--- src/rtl/sram_ctrl_pkg.sv ---
// sram_ctrl_pkg
// Shared definitions for the single-port SRAM request controller:
//   - ctrl_state_e   : controller FSM states (array zero-fill, normal run)
//   - DEF_*          : default widths used by the sram_1rw_ctrl wrapper
package sram_ctrl_pkg;

    localparam int unsigned DEF_DATA_WIDTH = 32'd2;
    localparam int unsigned DEF_ADDR_WIDTH = 32'd4;
    localparam int unsigned DEF_RSP_DEPTH  = 32'd2;

    typedef enum logic [0:0] {
        ST_INIT = 1'b0,
        ST_RUN  = 1'b1
    } ctrl_state_e;

endpackage

--- src/rtl/sram_rsp_fifo.sv ---
// sram_rsp_fifo
// Small synchronous FIFO holding read data returned by the macro.
// Ports:
//   clk0, rst0_n : clock, asynchronous active-low reset
//   push, wdata  : write one word (ignored when full and not popping)
//   pop          : remove the head word (ignored when empty)
//   rdata        : head word, stable until popped
//   count        : current occupancy
//   valid        : registered "not empty" flag
module sram_rsp_fifo #(
    parameter int unsigned DATA_WIDTH = 32'd2,
    parameter int unsigned RSP_DEPTH  = 32'd2
) (
    input  logic                             clk0,
    input  logic                             rst0_n,
    input  logic                             push,
    input  logic                             pop,
    input  logic [DATA_WIDTH-1:0]            wdata,
    output logic [DATA_WIDTH-1:0]            rdata,
    output logic [$clog2(RSP_DEPTH+1)-1:0]   count,
    output logic                             valid
);

    localparam int unsigned CNT_W = $clog2(RSP_DEPTH + 1);
    localparam int unsigned PTR_W = (RSP_DEPTH > 1) ? $clog2(RSP_DEPTH) : 1;
    localparam logic [PTR_W-1:0] LAST_PTR_C = PTR_W'(RSP_DEPTH - 1);
    localparam logic [CNT_W-1:0] FULL_C     = CNT_W'(RSP_DEPTH);

    logic [DATA_WIDTH-1:0] mem_r [RSP_DEPTH];
    logic [PTR_W-1:0]      wr_ptr_r;
    logic [PTR_W-1:0]      rd_ptr_r;
    logic [CNT_W-1:0]      count_r;
    logic [CNT_W-1:0]      count_nxt_s;
    logic                  valid_r;
    logic                  push_ok_s;
    logic                  pop_ok_s;

    // Pointer advance with wrap, so the depth need not be a power of two.
    function automatic logic [PTR_W-1:0] ptr_inc(input logic [PTR_W-1:0] p);
        if (p == LAST_PTR_C) begin
            return {PTR_W{1'b0}};
        end else begin
            return p + PTR_W'(1);
        end
    endfunction

    assign pop_ok_s  = pop && (count_r != {CNT_W{1'b0}});
    assign push_ok_s = push && ((count_r != FULL_C) || pop_ok_s);
    assign rdata     = mem_r[rd_ptr_r];
    assign count     = count_r;
    assign valid     = valid_r;

    // Occupancy after this edge; simultaneous push and pop leave it unchanged.
    always_comb begin
        count_nxt_s = count_r;
        case ({push_ok_s, pop_ok_s})
            2'b10:   count_nxt_s = count_r + CNT_W'(1);
            2'b01:   count_nxt_s = count_r - CNT_W'(1);
            default: count_nxt_s = count_r;
        endcase
    end

    // Storage, pointers, occupancy and the registered not-empty flag.
    always_ff @(posedge clk0 or negedge rst0_n) begin
        if (!rst0_n) begin
            for (int i = 0; i < int'(RSP_DEPTH); i++) begin
                mem_r[i] <= {DATA_WIDTH{1'b0}};
            end
            wr_ptr_r <= {PTR_W{1'b0}};
            rd_ptr_r <= {PTR_W{1'b0}};
            count_r  <= {CNT_W{1'b0}};
            valid_r  <= 1'b0;
        end else begin
            if (push_ok_s) begin
                mem_r[wr_ptr_r] <= wdata;
                wr_ptr_r        <= ptr_inc(wr_ptr_r);
            end
            if (pop_ok_s) begin
                rd_ptr_r <= ptr_inc(rd_ptr_r);
            end
            count_r <= count_nxt_s;
            valid_r <= (count_nxt_s != {CNT_W{1'b0}});
        end
    end

endmodule

--- src/rtl/sram_1rw_ctrl.sv ---
// sram_1rw_ctrl
// Request-side controller in front of a 1RW OpenRAM macro. Converts a
// valid/ready request stream into registered active-low csb0/web0 macro
// cycles, returns read data in order through a credit-limited response FIFO,
// and optionally zero-fills the whole array after reset.
// Ports:
//   clk0, rst0_n                         : clock, asynchronous active-low reset
//   req_valid/req_ready/req_we/req_addr/req_wdata : request stream
//   rsp_valid/rsp_ready/rsp_rdata        : read response stream
//   init_done                            : high once normal operation starts
//   csb0/web0/addr0/din0/dout0           : macro port 0
module sram_1rw_ctrl
    import sram_ctrl_pkg::*;
#(
    parameter int unsigned DATA_WIDTH    = DEF_DATA_WIDTH,
    parameter int unsigned ADDR_WIDTH    = DEF_ADDR_WIDTH,
    parameter int unsigned RSP_DEPTH     = DEF_RSP_DEPTH,
    parameter bit          INIT_ON_RESET = 1'b1
) (
    input  logic                  clk0,
    input  logic                  rst0_n,
    input  logic                  req_valid,
    output logic                  req_ready,
    input  logic                  req_we,
    input  logic [ADDR_WIDTH-1:0] req_addr,
    input  logic [DATA_WIDTH-1:0] req_wdata,
    output logic                  rsp_valid,
    input  logic                  rsp_ready,
    output logic [DATA_WIDTH-1:0] rsp_rdata,
    output logic                  init_done,
    output logic                  csb0,
    output logic                  web0,
    output logic [ADDR_WIDTH-1:0] addr0,
    output logic [DATA_WIDTH-1:0] din0,
    input  logic [DATA_WIDTH-1:0] dout0
);

    localparam int unsigned CNT_W = $clog2(RSP_DEPTH + 1);
    localparam logic [CNT_W:0]        CREDIT_LIM_C = (CNT_W + 1)'(RSP_DEPTH);
    localparam logic [ADDR_WIDTH-1:0] LAST_ADDR_C  = {ADDR_WIDTH{1'b1}};
    localparam ctrl_state_e           RST_STATE_C  = INIT_ON_RESET ? ST_INIT : ST_RUN;

    ctrl_state_e           state_r;
    ctrl_state_e           state_nxt_s;
    logic [ADDR_WIDTH-1:0] init_cnt_r;
    logic [ADDR_WIDTH-1:0] init_cnt_nxt_s;
    logic                  csb0_nxt_s;
    logic                  web0_nxt_s;
    logic [ADDR_WIDTH-1:0] addr0_nxt_s;
    logic [DATA_WIDTH-1:0] din0_nxt_s;
    logic                  accept_s;
    logic                  acc_rd_s;
    logic                  rd_p1_r;
    logic                  rd_p2_r;
    logic                  push_s;
    logic                  pop_s;
    logic [CNT_W-1:0]      inflight_r;
    logic [CNT_W-1:0]      inflight_nxt_s;
    logic [CNT_W-1:0]      fifo_cnt_s;
    logic [CNT_W-1:0]      fifo_cnt_nxt_s;
    logic                  ready_nxt_s;

    // req_ready is only ever high in RUN, so this is the full accept condition.
    assign accept_s = req_valid && req_ready;
    assign acc_rd_s = accept_s && !req_we;
    // A read issued at edge E is captured from dout0 at edge E+2.
    assign push_s   = rd_p2_r;
    assign pop_s    = rsp_valid && rsp_ready;

    // FSM state register.
    always_ff @(posedge clk0 or negedge rst0_n) begin
        if (!rst0_n) begin
            state_r <= RST_STATE_C;
        end else begin
            state_r <= state_nxt_s;
        end
    end

    // FSM next state: leave INIT on the edge that issues the last address.
    always_comb begin
        state_nxt_s = state_r;
        case (state_r)
            ST_INIT: begin
                if (init_cnt_r == LAST_ADDR_C) begin
                    state_nxt_s = ST_RUN;
                end else begin
                    state_nxt_s = ST_INIT;
                end
            end
            ST_RUN:  state_nxt_s = ST_RUN;
            default: state_nxt_s = RST_STATE_C;
        endcase
    end

    // FSM outputs: next values of the macro issue flops and the init counter.
    always_comb begin
        csb0_nxt_s     = 1'b1;
        web0_nxt_s     = 1'b1;
        addr0_nxt_s    = addr0;
        din0_nxt_s     = din0;
        init_cnt_nxt_s = init_cnt_r;
        case (state_r)
            ST_INIT: begin
                csb0_nxt_s     = 1'b0;
                web0_nxt_s     = 1'b0;
                addr0_nxt_s    = init_cnt_r;
                din0_nxt_s     = {DATA_WIDTH{1'b0}};
                init_cnt_nxt_s = init_cnt_r + ADDR_WIDTH'(1);
            end
            ST_RUN: begin
                if (accept_s) begin
                    csb0_nxt_s  = 1'b0;
                    web0_nxt_s  = !req_we;
                    addr0_nxt_s = req_addr;
                    if (req_we) begin
                        din0_nxt_s = req_wdata;
                    end else begin
                        din0_nxt_s = din0;
                    end
                end else begin
                    csb0_nxt_s = 1'b1;
                    web0_nxt_s = 1'b1;
                end
            end
            default: begin
                csb0_nxt_s = 1'b1;
                web0_nxt_s = 1'b1;
            end
        endcase
    end

    // Credit bookkeeping: every outstanding read (in the macro pipeline or
    // waiting in the FIFO) holds one credit; writes never take one.
    always_comb begin
        inflight_nxt_s = inflight_r;
        fifo_cnt_nxt_s = fifo_cnt_s;
        case ({acc_rd_s, push_s})
            2'b10:   inflight_nxt_s = inflight_r + CNT_W'(1);
            2'b01:   inflight_nxt_s = inflight_r - CNT_W'(1);
            default: inflight_nxt_s = inflight_r;
        endcase
        case ({push_s, pop_s})
            2'b10:   fifo_cnt_nxt_s = fifo_cnt_s + CNT_W'(1);
            2'b01:   fifo_cnt_nxt_s = fifo_cnt_s - CNT_W'(1);
            default: fifo_cnt_nxt_s = fifo_cnt_s;
        endcase
        if (state_nxt_s == ST_RUN) begin
            ready_nxt_s = ({1'b0, inflight_nxt_s} + {1'b0, fifo_cnt_nxt_s}) < CREDIT_LIM_C;
        end else begin
            ready_nxt_s = 1'b0;
        end
    end

    // Issue flops, read-return pipeline, credits and status outputs.
    always_ff @(posedge clk0 or negedge rst0_n) begin
        if (!rst0_n) begin
            csb0       <= 1'b1;
            web0       <= 1'b1;
            addr0      <= {ADDR_WIDTH{1'b0}};
            din0       <= {DATA_WIDTH{1'b0}};
            init_cnt_r <= {ADDR_WIDTH{1'b0}};
            rd_p1_r    <= 1'b0;
            rd_p2_r    <= 1'b0;
            inflight_r <= {CNT_W{1'b0}};
            req_ready  <= 1'b0;
            init_done  <= 1'b0;
        end else begin
            csb0       <= csb0_nxt_s;
            web0       <= web0_nxt_s;
            addr0      <= addr0_nxt_s;
            din0       <= din0_nxt_s;
            init_cnt_r <= init_cnt_nxt_s;
            rd_p1_r    <= acc_rd_s;
            rd_p2_r    <= rd_p1_r;
            inflight_r <= inflight_nxt_s;
            req_ready  <= ready_nxt_s;
            init_done  <= (state_nxt_s == ST_RUN);
        end
    end

    sram_rsp_fifo #(
        .DATA_WIDTH (DATA_WIDTH),
        .RSP_DEPTH  (RSP_DEPTH)
    ) u_rsp_fifo (
        .clk0   (clk0),
        .rst0_n (rst0_n),
        .push   (push_s),
        .pop    (pop_s),
        .wdata  (dout0),
        .rdata  (rsp_rdata),
        .count  (fifo_cnt_s),
        .valid  (rsp_valid)
    );

endmodule

--- config.mk ---
export PLATFORM = sky130hd
export DESIGN_NAME = sram_1rw_ctrl
export DESIGN_NICKNAME = d
export VERILOG_FILES = /design/src/rtl/sram_ctrl_pkg.sv /design/src/rtl/sram_rsp_fifo.sv /design/src/rtl/sram_1rw_ctrl.sv
export SDC_FILE = /design/constraint.sdc
export NUM_CORES = 1
export LEC_CHECK = 0
export CELL_PAD_IN_SITES_DETAIL_PLACEMENT = 2
export CELL_PAD_IN_SITES_GLOBAL_PLACEMENT = 2
export CORE_ASPECT_RATIO = 1.4
export CORE_MARGIN = 2
export CORE_UTILIZATION = 33
export CTS_CLUSTER_DIAMETER = 120
export DETAILED_ROUTE_END_ITERATION = 7
export GPL_TIMING_DRIVEN = 0
export PLACE_DENSITY = 0.77
export SLEW_MARGIN = 20
export SYNTH_ARGS = -nofsm -noshare
export SYNTH_HDL_FRONTEND = slang
export SYNTH_SLANG_ARGS = --single-unit
--- constraint.sdc ---
create_clock -name clk0 -period 2.4 [get_ports clk0]
set_input_delay 0.36 -clock clk0 [delete_from_list [all_inputs] [get_ports clk0]]
set_output_delay 0.36 -clock clk0 [all_outputs]
set_load 0.01 [all_outputs]
# Word level (Yosys, flattened, before mapping)
# Index checks and enable logic that the tools add are counted.
# op_classes
reduce_logical	11
magnitude_cmp	4
n_addsub	8
mux	23
bitwise_logic	3
eq_ne	10
# op_table
op	n
case mux 2 bit (2 select lines)	4
2-to-1 mux 2 bit	6
case mux 4 bit (2 select lines)	1
== test 2 x 1 -> 1 bit (second input constant)	3
== test 2 bit (second input constant)	3
logical AND 1 bit	6
2-to-1 mux 1 bit	6
case mux 1 bit (2 select lines)	3
adder 2 x 1 -> 2 bit (second input constant)	2
adder 4 x 1 -> 4 bit (second input constant)	1
bitwise mux 4 bit	1
== test 4 bit (second input constant)	1
>= comparator 2 bit (second input constant)	2
2-to-1 mux 4 bit	1
!= test 2 bit (second input constant)	2
NOT 1 -> 2 bit	2
nonzero test 2 bit	2
subtractor 2 x 1 -> 2 bit (second input constant)	2
adder 2 x 2 -> 3 bit	1
< comparator 3 x 2 -> 1 bit (second input constant)	1
adder 1 bit (second input constant)	2
demux 2 bit (select 1 bit)	1
< comparator 2 x 1 -> 1 bit (second input constant)	1
!= test 2 x 1 -> 1 bit (second input constant)	1
4 further kinds	4
# totals
output_inout_bits	13
regBits	27
inputBits	13

# Longest topological paths before layout
# depth
word_depth	7
mapped_depth	9
mapped_depth_nobuf	9

# Cells and area by module
# From an unflattened synthesis, not the netlist that was laid out.
# hier_totals
hier_cells	100
area_unflattened_um2	1263.7
# modules_own_cells
module	seq_area_each_um2	instances	area_per_inst_um2	cells_per_inst
sram_1rw_ctrl	452.9	1	823.3	66
sram_rsp_fifo	225.2	1	440.4	34

# Worst setup path after synthesis
# No wires, ideal clock.
# synth_timing
kind	register to register
startpoint	reg req_ready
endpoint	reg req_ready
slack_ns	0.173
path_buffers	0
stages_incl_launch_ff	8
arrival_ns	2.107
period_less_slack_ns	2.227
path_cell_list	dfrtp_1 -> nand2_1 -> or2_2 -> ha_1 -> nor2_1 -> xnor2_1 -> fa_1 -> and3_1
# synth_between
elab_chain_len	7
# synth_lines
item	line	source
from (decl)	sram_1rw_ctrl.sv:23	output logic req_ready,
from (signal assigned)	sram_1rw_ctrl.sv:176	req_ready <= ready_nxt_s;
logical AND 1 bit (*)	sram_1rw_ctrl.sv:64	assign accept_s = req_valid && req_ready;
logical AND 1 bit (*)	sram_1rw_ctrl.sv:65	assign acc_rd_s = accept_s && !req_we;
== test 2 x 1 -> 1 bit / == test 2 bit (equally long branches)	sram_1rw_ctrl.sv:137	case ({acc_rd_s, push_s})
case mux 2 bit (2 select lines) (*)	sram_1rw_ctrl.sv:137	
adder 2 x 2 -> 3 bit (*)	sram_1rw_ctrl.sv:148	ready_nxt_s = ({1'b0, inflight_nxt_s} + {1'b0, fifo_cnt_nxt_s}) < CREDIT_LIM_C;
< comparator 3 x 2 -> 1 bit (*)	sram_1rw_ctrl.sv:148	
2-to-1 mux 1 bit (*)	sram_1rw_ctrl.sv:147	if (state_nxt_s == ST_RUN) begin
named net ready_nxt_s	sram_1rw_ctrl.sv:61	logic ready_nxt_s;
# The timed path passes the listed nets; every way through them passes the cells marked *.
# A chain may end at the register's enable or synchronous reset.

# Worst setup path in the final report
# layout_timing
startpoint	reg u_rsp_fifo.count_r[0], in the netlist u_rsp_fifo.count[0]
endpoint	reg u_rsp_fifo.valid_r, in the netlist u_rsp_fifo.valid
# layout_between
elab_chain_len	7
# layout_lines
item	line	source
from (decl)	sram_rsp_fifo.sv:32	logic [CNT_W-1:0] count_r;
from (signal assigned)	sram_rsp_fifo.sv:71	count_r <= {CNT_W{1'b0}};
from (signal assigned)	sram_rsp_fifo.sv:81	count_r <= count_nxt_s;
nonzero test 2 bit	sram_rsp_fifo.sv:47	assign pop_ok_s = pop && (count_r != {CNT_W{1'b0}});
logical AND 1 bit	sram_rsp_fifo.sv:47	
logical OR 1 bit (*)	sram_rsp_fifo.sv:48	assign push_ok_s = push && ((count_r != FULL_C) || pop_ok_s);
logical AND 1 bit (*)	sram_rsp_fifo.sv:48	
named net u_rsp_fifo.push_ok_s	sram_rsp_fifo.sv:35	logic push_ok_s;
== test 2 x 1 -> 1 bit / == test 2 bit (equally long branches)	sram_rsp_fifo.sv:56	case ({push_ok_s, pop_ok_s})
case mux 2 bit (2 select lines) (*)	sram_rsp_fifo.sv:56	
named net u_rsp_fifo.count_nxt_s[1]	sram_rsp_fifo.sv:33	logic [CNT_W-1:0] count_nxt_s;
nonzero test 2 bit (*)	sram_rsp_fifo.sv:82	valid_r <= (count_nxt_s != {CNT_W{1'b0}});
to (signal assigned)	sram_rsp_fifo.sv:82	
to (decl)	sram_rsp_fifo.sv:34	logic valid_r;
# Marks and branches as above.

==> results.cfg <==
[synthesis]
ys_seq_area_share_pct = 52.47
syn_avg_cell_area_um2 = 12.08
synth.distinct_cells = 28
ys_ff_latch = 27
yosysWarnings = 0
netlist_area_um2 = 1292
postSynthCellCount = 107
synthesis.nets = 129

[clocking]
ctsHoldBuffers = 0
clkTransAtPathRegs_ns = 0.09
cts_tree = yes
clk_latency_ns = 0.27
clock-sinks = 27
htree_levels = 1
clock_path_buffers = 2
cts_made_buffers = 3
cts-root-buf = clkbuf_8

[drt]
vias_per_cell = 4.972
route.vias.total = 885
postRouteAntennaNets = 0
drcViolationCount = 0
drt_first_pass_iters = 4
drt-total-wl_mm = 2.978
wl_per_cell_um = 16.73
first_iter_violations = 8

[cells_and_area]
final_common_cell = dfrtp_1
final_cell_mix = dfrtp_1, clkdlybuf4s50_1, mux2i_1
drive_gt1_share_pct = 17.65
area_delta_synth_final_pct = 30.59
fillerInstances = 393
nets = 159
antenna-diode-count = 0

[power_and_ir_drop]
ir_drop_mv = 0.5001
p_leak_nw = 0.7959
power.density_nw_per_um2 = 1053
power.total_mw = 1.777

[critical_path]
required_ns = 2.56
criticalPathCategory = flip-flop to flip-flop
rr_endpoint = u_rsp_fifo.valid$_DFF_PN0_
crit_path_start_kind = flip-flop
rr_worst_depth = 8
crit_arrival_ns = 2.35
critPathCaptureType = flip-flop
reg2reg_slack_ns = 0.21
r2r_start = u_rsp_fifo.count[0]$_DFF_PN0_
critical_path.max_fanout = 6

[global_route]
track_usage_pct = 14.95
grt_pass1_vias = 1085
antenna_found_initial = 0
grt_max_degree = 28
grt_pass1_wl_mm = 5.126
overflow = 0

[floorplan]
boundaryPins = 26
chipHeight_um = 78.05
start_util_pct = 34.85
die_area_um2 = 4440
dieWidth_um = 56.89
core-area_um2 = 3709
rows = 26

[timing]
max_freq_mhz = 456.7
fin_tns_setup_ns = 0
setup_viol = 0
worst_pin_slew_ns = 0.6165
finalCriticalPeriod_ns = 2.190
fin_crit_sh_pct = 91.24
hold_viol = 0
rsz0062_at_grt = no
slew_headroom_pct = 58.90
maxSlewViolCount = 0
skew_ns = 0.004464

[flow_run]
drv_cap = 0

[placement]
portBuffers = 25
gp_congestion = 0.6936
dp_hpwl_mm = 2.271

[outcome]
status = complete, no violations

[worst_hold_path]
hp-class = input pin to asynchronous set/reset pin
## metal layers
| metal | vias up | track usage [%] | part of all wire, % |
|---|---|---|---|
| li1 | 414 | - | - |
| met1 | 442 | 15.64 | 36 |
| met2 | 22 | 28.51 | 58 |
| met3 | 7 | 2.306 | 3.3 |
| met4 | 0 | 6.512 | 2.6 |
| met5 | - | 0 | 0 |
## logic make-up (layout without fill, tap and decap cells)
family                   count (synthesis)  in the layout  synth area share, %
flip-flops                              27             27                52.47
AND/OR/NAND/NOR                         25             25                10.75
AO/OA/AOI/OAI                           13             13                6.389
XOR/XNOR                                 9              9                6.099
multiplexers                            15             15                12.29
adder cells (fa/ha/maj)                  9              9                9.294
buffers and inverters                    9             38                2.710
## cell type report
type	instances	area (um2)	share of cell area [%]
Tap cell	42	52.55	3.113
Inverter	7	26.28	1.557
Timing Repair Buffer	25	247.7	14.68
Sequential cell	27	678.2	40.18
Multi-Input combinational cell	71	629.4	37.29
Buffer	2	8.758	0.5189
Clock buffer	4	45.04	2.669
## report_power, final
group	switching, mW	total, mW	leakage, nW	internal [mW]
registers	0.133	0.754	0.328	0.620
clock network	0.140	0.259	0.0228	0.119
logic	0.313	0.764	0.445	0.451
## sequential cells by signal, summed over array words and instances (netlist names)
register             cells
inflight_r               2
u_rsp_fifo.mem_r         4
din0                     2
init_cnt_r               4
u_rsp_fifo.valid         1
u_rsp_fifo.rd_ptr_r      1
web0                     1
addr0                    4
push_s                   1
csb0                     1
rd_p1_r                  1
init_done                1
u_rsp_fifo.wr_ptr_r      1
u_rsp_fifo.count         2
req_ready                1
## Yosys cell counts, drive strengths merged
cell type | instances | area [um2]
nor2b | 2 | 12.51
xnor2 | 7 | 61.31
nand4b | 1 | 8.760
clkbuf | 1 | 3.750
a21o | 1 | 7.510
nand3 | 1 | 5.000
dfrtp | 25 | 625.6
and3 | 1 | 6.260
buf | 1 | 5.000
a211oi | 1 | 12.51
nor2 | 8 | 30.03
o21ai | 2 | 10.01
a211o | 1 | 8.760
nor3 | 2 | 10.01
a31o | 1 | 8.760
nand2 | 4 | 15.01
and2 | 3 | 18.77
nand2b | 1 | 6.260
a21oi | 7 | 35.03
xor2 | 2 | 17.52
mux2i | 8 | 80.08
or2 | 1 | 6.260
mux2 | 7 | 78.83
nand3b | 1 | 20.02
inv | 7 | 26.28
ha | 8 | 100.1
dfstp | 2 | 52.55
fa | 1 | 20.02
## critical path, cell delays in order, from the launching register on
cell      delay (ns)
dfrtp_1         0.45
inv_1           0.09
ha_1            0.20
nand3b_4        0.19
a21oi_1         0.30
ha_1            0.34
nand2_1         0.09
o21ai_0         0.10
a211o_1         0.30
## metrics by stage
stage                     std cells  hold WS [ns]  instance area (um2)  util [%]  worst slack [ns]
after floorplan                 107       0.06441                 1292         -            0.1729
after global placement          174        0.3366                 1595     43.02           -0.4319
after detailed placement        174        0.3562                 1590     42.88           -0.4860
after CTS                       178        0.1100                 1680     45.31           0.01576
after global routing            178        0.1314                 1688     45.51          0.008062
final                           178       0.08836                 1688     45.51            0.2101
## worst max path at each step
stage | cells after the start | startpoint | endpoint
finish | 8 | u_rsp_fifo.count[0]$_DFF_PN0_ | u_rsp_fifo.valid$_DFF_PN0_
global route | 9 | u_rsp_fifo.count[0]$_DFF_PN0_ | u_rsp_fifo.valid$_DFF_PN0_
CTS | 9 | req_valid | req_ready$_DFF_PN0_
detailed placement | 8 | req_valid | req_ready$_DFF_PN0_
global placement | 8 | req_valid | req_ready$_DFF_PN0_
floorplan | 7 | req_ready$_DFF_PN0_ | req_ready$_DFF_PN0_
## repair_timing
| item | 4_1_cts | 5_1_grt |
|---|---|---|
| setup endpoints to repair | 1 | 1 |
| setup buffers | 0 | 0 |
| resized for setup | 7 | 2 |
(Power assumes the default switching activity.)
==> edit 1: new RTL, same settings <==
Set the parameter `INIT_ON_RESET` to 1'b0 (it was 1'b1).
--- a/src/rtl/sram_1rw_ctrl.sv
+++ b/src/rtl/sram_1rw_ctrl.sv
@@ -15,7 +15,7 @@
     parameter int unsigned DATA_WIDTH    = DEF_DATA_WIDTH,
     parameter int unsigned ADDR_WIDTH    = DEF_ADDR_WIDTH,
     parameter int unsigned RSP_DEPTH     = DEF_RSP_DEPTH,
-    parameter bit          INIT_ON_RESET = 1'b1
+    parameter bit          INIT_ON_RESET = 1'b0
 ) (
     input  logic                  clk0,
     input  logic                  rst0_n,
Check against the original RTL: not equivalent (Yosys sat finds a counterexample within 4 cycles, from zero or initial values and one cycle with rst0_n low).
==> edit 1 against the unedited design <==
- sequential cell count is 1 higher
- area after synthesis rose by 2.0%
- synthesized cell count increased by 0.93%
- cell area grew 1.6%
- die area grew 1.9%
- total power rose by 2.2%
- setup slack worse by 62 ps
- sequential power grew 0.8%
- highest routed layer unchanged
- wire length decreased by 3.3%
- largest cell class unchanged
==> edit 1: results (changes against the unedited design) <==
Pin count of the biggest net entering global routing -> 29 (+3.6%)
Crit path max-delay family -> adder cells
Crit-path slowest cell -> fa_1
Dominant cells by area after synthesis -> dfrtp_1 (47%), ha_1 (7.6%), mux2i_1 (6.1%), dfstp_2 (6.0%), mux2_2 (6.0%)
Leakage Power -> 0.000809 µW (+1.7%)
Vias per std cell -> 4.98 (+0.12%)
Antenna violations before repair -> 0 (unchanged)
Final nets -> 162 (+1.9%)
DP Worst Slack -> -469 ps (+16.5 ps)
Post-DP HPWL -> 2190 µm (-3.5%)
CTS Buf Count -> 3 (unchanged)
Worst R2R End -> req_ready
Net count after synthesis -> 130 (+0.78%)
Dpl cells -> 176 (+1.1%)
Outcome -> finished clean
Fill cell count -> 422 (+7.4%)
Vias in the first global route -> 1,093 (+0.74%)
Peak VDD IR -> 0.537 mV (+7.5%)
Layout Skew -> 2.50 ps (-1.96 ps)
Worst R2R Start -> req_ready
Slew @ Worst Pin -> 636 ps (+19.8 ps)
Drt first-iter violations -> 4 (-4)
Met2 Track Usage GR -> 28.0% (-0.55 points)
Placed inst area -> 1620 µm² (+1.7%)
Total track usage -> 14.7% (-0.22 points)
Met1 wire length -> 1060 µm (-1.6%)
CP arrival -> 2430 ps (+80 ps)
Pre-antenna DRT Iters -> 3 (-1)
First-pass GRT wire length -> 5110 µm (-0.27%)
Met1 Usage GRT -> 16.0% (+0.31 points)
WL met3 -> 104 µm (+5.1%)
Met2 wire length -> 1680 µm (-2.7%)
Layout cells sized above 1 -> 19.4% (+1.8 points)
Diodes inserted -> 0 (unchanged)
Register area share after synthesis -> 53.4% (+0.95 points)
WL final -> 2880 µm (-3.3%)
Distinct cells, synth -> 28 (unchanged)
DR vias -> 906 (+2.4%)
Grt met3 use -> 2.12% (-0.19 points)
GP Congestion -> 0.706 (+1.8%)
Cells after Synth -> 108 (+0.93%)
Max incr delay on CP -> 480 ps (+30 ps)
==> edit 1: layout make-up <==
| cell class | count | share of cell area [%] |
|---|---|---|
| Buffer | 2 | 0.511 |
| Multi-Input combinational cell | 71 | 35.4 |
| Sequential cell | 28 | 41.1 |
| Inverter | 7 | 1.53 |
| Timing Repair Buffer | 27 | 15.1 |
| Tap cell | 43 | 3.14 |
| Clock buffer | 4 | 3.21 |
==> edit 1: what timing repair did <==
item                                   in CTS  in global routing
cloned                                      0                  0
endpoints found under the hold margin       0                  0
setup endpoints to repair                   1                  2
pin swaps                                   2                  0
hold buffers                                0                  0
buffers inserted                            1                  1
resized for setup                           6                  1
==> edit 1: where the power goes <==
group,internal [µW],switching (µW),leakage (µW)
combinational,452,305,0.000442
clock,147,152,0.0000288
sequential,637,124,0.000339
==> edit 1: metrics by stage <==
| step | hold slack [ps] | util (%) |
|---|---|---|
| after floorplan | 64.4 | - |
| after global placement | 336 | 41.8 |
| after detailed placement | 343 | 41.6 |
| after CTS | 107 | 43.9 |
| after global routing | 126 | 44.2 |
| final | 91.8 | 44.2 |
==> edit 1: kinds of logic after synthesis <==
| family | Yosys count | synth area share [%] |
|---|---|---|
| DFF | 28 | 53.4 |
| buffers and inverters | 9 | 2.66 |
| xor gates and xnor gates | 9 | 5.98 |
| adders and majority gates | 9 | 9.11 |
| and+or+nand+nor | 25 | 10.5 |
| AOI/OAI and AO/OA | 13 | 6.26 |
| muxes | 15 | 12.0 |
==> edit 1: worst max-delay path by stage <==
stage	startpoint	end	slack, ps	cells past startpoint
4_1_cts	req_ready	req_ready	140	8
2_1_floorplan	req_ready	req_ready	170	7
5_1_grt	req_ready	req_ready	6	8
3_3_place_gp	req_valid	req_ready	-450	8
3_5_place_dp	req_valid	req_ready	-470	8
6_report	req_ready	req_ready	150	8
==> edit 2: new RTL, config.mk and constraints unchanged <==
Made on the original files. Make the reset (`rst0_n`) synchronous in 3 clocked blocks. Comments in the files are not updated.
--- a/src/rtl/sram_rsp_fifo.sv
+++ b/src/rtl/sram_rsp_fifo.sv
@@ -61,7 +61,7 @@
     end
 
     // Storage, pointers, occupancy and the registered not-empty flag.
-    always_ff @(posedge clk0 or negedge rst0_n) begin
+    always_ff @(posedge clk0) begin
         if (!rst0_n) begin
             for (int i = 0; i < int'(RSP_DEPTH); i++) begin
                 mem_r[i] <= {DATA_WIDTH{1'b0}};
--- a/src/rtl/sram_1rw_ctrl.sv
+++ b/src/rtl/sram_1rw_ctrl.sv
@@ -68,7 +68,7 @@
     assign pop_s    = rsp_valid && rsp_ready;
 
     // FSM state register.
-    always_ff @(posedge clk0 or negedge rst0_n) begin
+    always_ff @(posedge clk0) begin
         if (!rst0_n) begin
             state_r <= RST_STATE_C;
         end else begin
@@ -152,7 +152,7 @@
     end
 
     // Issue flops, read-return pipeline, credits and status outputs.
-    always_ff @(posedge clk0 or negedge rst0_n) begin
+    always_ff @(posedge clk0) begin
         if (!rst0_n) begin
             csb0       <= 1'b1;
             web0       <= 1'b1;
Formal check against the unedited RTL: differs if rst0_n is asserted again (counterexample within 4 cycles, from zero or initial values and one cycle with rst0_n low); with rst0_n held inactive, the same outputs for 10 cycles.
==> edit 2 against the unedited design <==
- area after synthesis shrank 0.68%
- critical endpoint is now req_ready
- utilization grew 1.2 points
- setup slack lost 78 ps
- cell area grew 1.7%
- wire length grew 6.9%
- clock skew shrank 2.0 ps
- sequential cell count grew 1
- critical path type is now primary input to flop
Power is not compared: it rests on default switching activity, and its combinational part moved more than twofold at a synthesized area within 25%.
==> edit 2: results (changes against the unedited design) <==
Layout Skew -> 2.49 ps (-1.97 ps)
Synth async-reset ratio -> 0% (-100 points)
Most common library cells after synthesis -> dfxtp_1 (24), nor2_1 (15), nand2_1 (12)
Worst R2R Start -> req_ready
Pre-antenna DRT Iters -> 3 (-1)
Post-DP HPWL -> 2450 µm (+8.1%)
Layout cells sized above 1 -> 12.5% (-5.1 points)
Register area share after synthesis -> 46.8% (-5.7 points)
Worst skew pair latency -> 290 ps (+20 ps)
Vias in the first global route -> 1,155 (+6.5%)
Cells after Synth -> 131 (+22%)
Post-synth EDFFs -> 4 (+4)
Pin count of the biggest net entering global routing -> 17 (-39%)
Dominant cells by area after synthesis -> dfxtp_1 (37%), edfxtp_1 (9.4%), mux2i_1 (8.6%), ha_1 (7.8%), nor2_1 (4.4%)
Hold WC Path Type -> flop to flop
Finished Layout Cells -> 202 (+13%)
DP Worst Slack -> -451 ps (+35.1 ps)
Total track usage -> 15.7% (+0.71 points)
DR WL/cell -> 15.8 µm (-5.8%)
Net count after synthesis -> 153 (+19%)
Clock Tree Buf Depth -> 2 (unchanged)
GP Congestion -> 0.684 (-1.4%)
Antenna violations before repair -> 0 (unchanged)
Outcome -> finished clean
Slew Limit Headroom -> 67.7% (+8.8 points)
Vias per std cell -> 4.99 (+0.37%)
Placed inst area -> 1590 µm² (-0.24%)
CP arrival -> 2460 ps (+110 ps)
Crit path max-delay family -> adder cells
Max incr delay on CP -> 490 ps (+40 ps)
Drt first-iter violations -> 7 (-1)
Final nets -> 183 (+15%)
First-pass GRT wire length -> 5330 µm (+4.0%)
Distinct cells, synth -> 28 (unchanged)
Crit-path slowest cell -> clkdlybuf4s50_1
CTS Buf Count -> 3 (unchanged)
Crit path from -> req_valid
Diodes inserted -> 0 (unchanged)
-- edit 2: stage by stage --
step                util [%]  total power (µW)
global placement        43.2               567
floorplan                  -               527
detailed placement      43.2               571
global route            46.7               983
finish                  46.7               943
CTS                     46.1               956
-- edit 2: layout make-up --
cell class / instances / area (µm²)
clock buffer: 3 / 41.3
clock inverter: 1 / 30.0
timing repair buffer: 25 / 250
sequential: 28 / 601
multi-input combinational: 89 / 678
inverter: 9 / 33.8
buffer: 5 / 30.0
tap: 42 / 52.6
fill: 398 / 1960
-- edit 2: cell families (layout without fill, tap and decap cells) --
kind of cell / Yosys count / in the layout / share of synthesized area [%]
buffers and inverters: 14 / 43 / 4.97
adder cells (fa/ha/maj): 9 / 9 / 9.36
AND/OR/NAND/NOR: 42 / 42 / 15.9
XOR/XNOR: 7 / 7 / 4.78
AO/OA/AOI/OAI: 17 / 17 / 7.02
multiplexers: 14 / 14 / 11.2
flip-flops: 28 / 28 / 46.8
-- edit 2: routing by layer --
| layer | wire length (µm) | global-route usage [%] |
|---|---|---|
| met5 | 0 | 0 |
| met4 | 42 | 5.71 |
| met3 | 88 | 2.33 |
| met2 | 1890 | 31.4 |
| met1 | 1160 | 15.5 |
-- edit 2: path summary, 6_finish.rpt --
check                           depth (start not counted)  slack [ps]   endpoint
worst max-delay path                                    9         130  req_ready
worst min-delay path                                    1         460     push_s
worst max register to register                          8         280  req_ready
worst min register to register                          1         460     push_s
-- edit 2: power by group --
part           switching, µW  leakage (µW)  internal (µW)  total [µW]
registers               8.36      0.000236            486         494
clock network            160     0.0000357            224         384
logic                   27.0      0.000441           37.2        64.2
-- edit 2: timing repair --
item / in CTS / in global routing
endpoints found under the setup margin: 1 / 1
pin swaps: 0 / 0
resized for setup: 6 / 3
endpoints found under the hold margin: 0 / 0
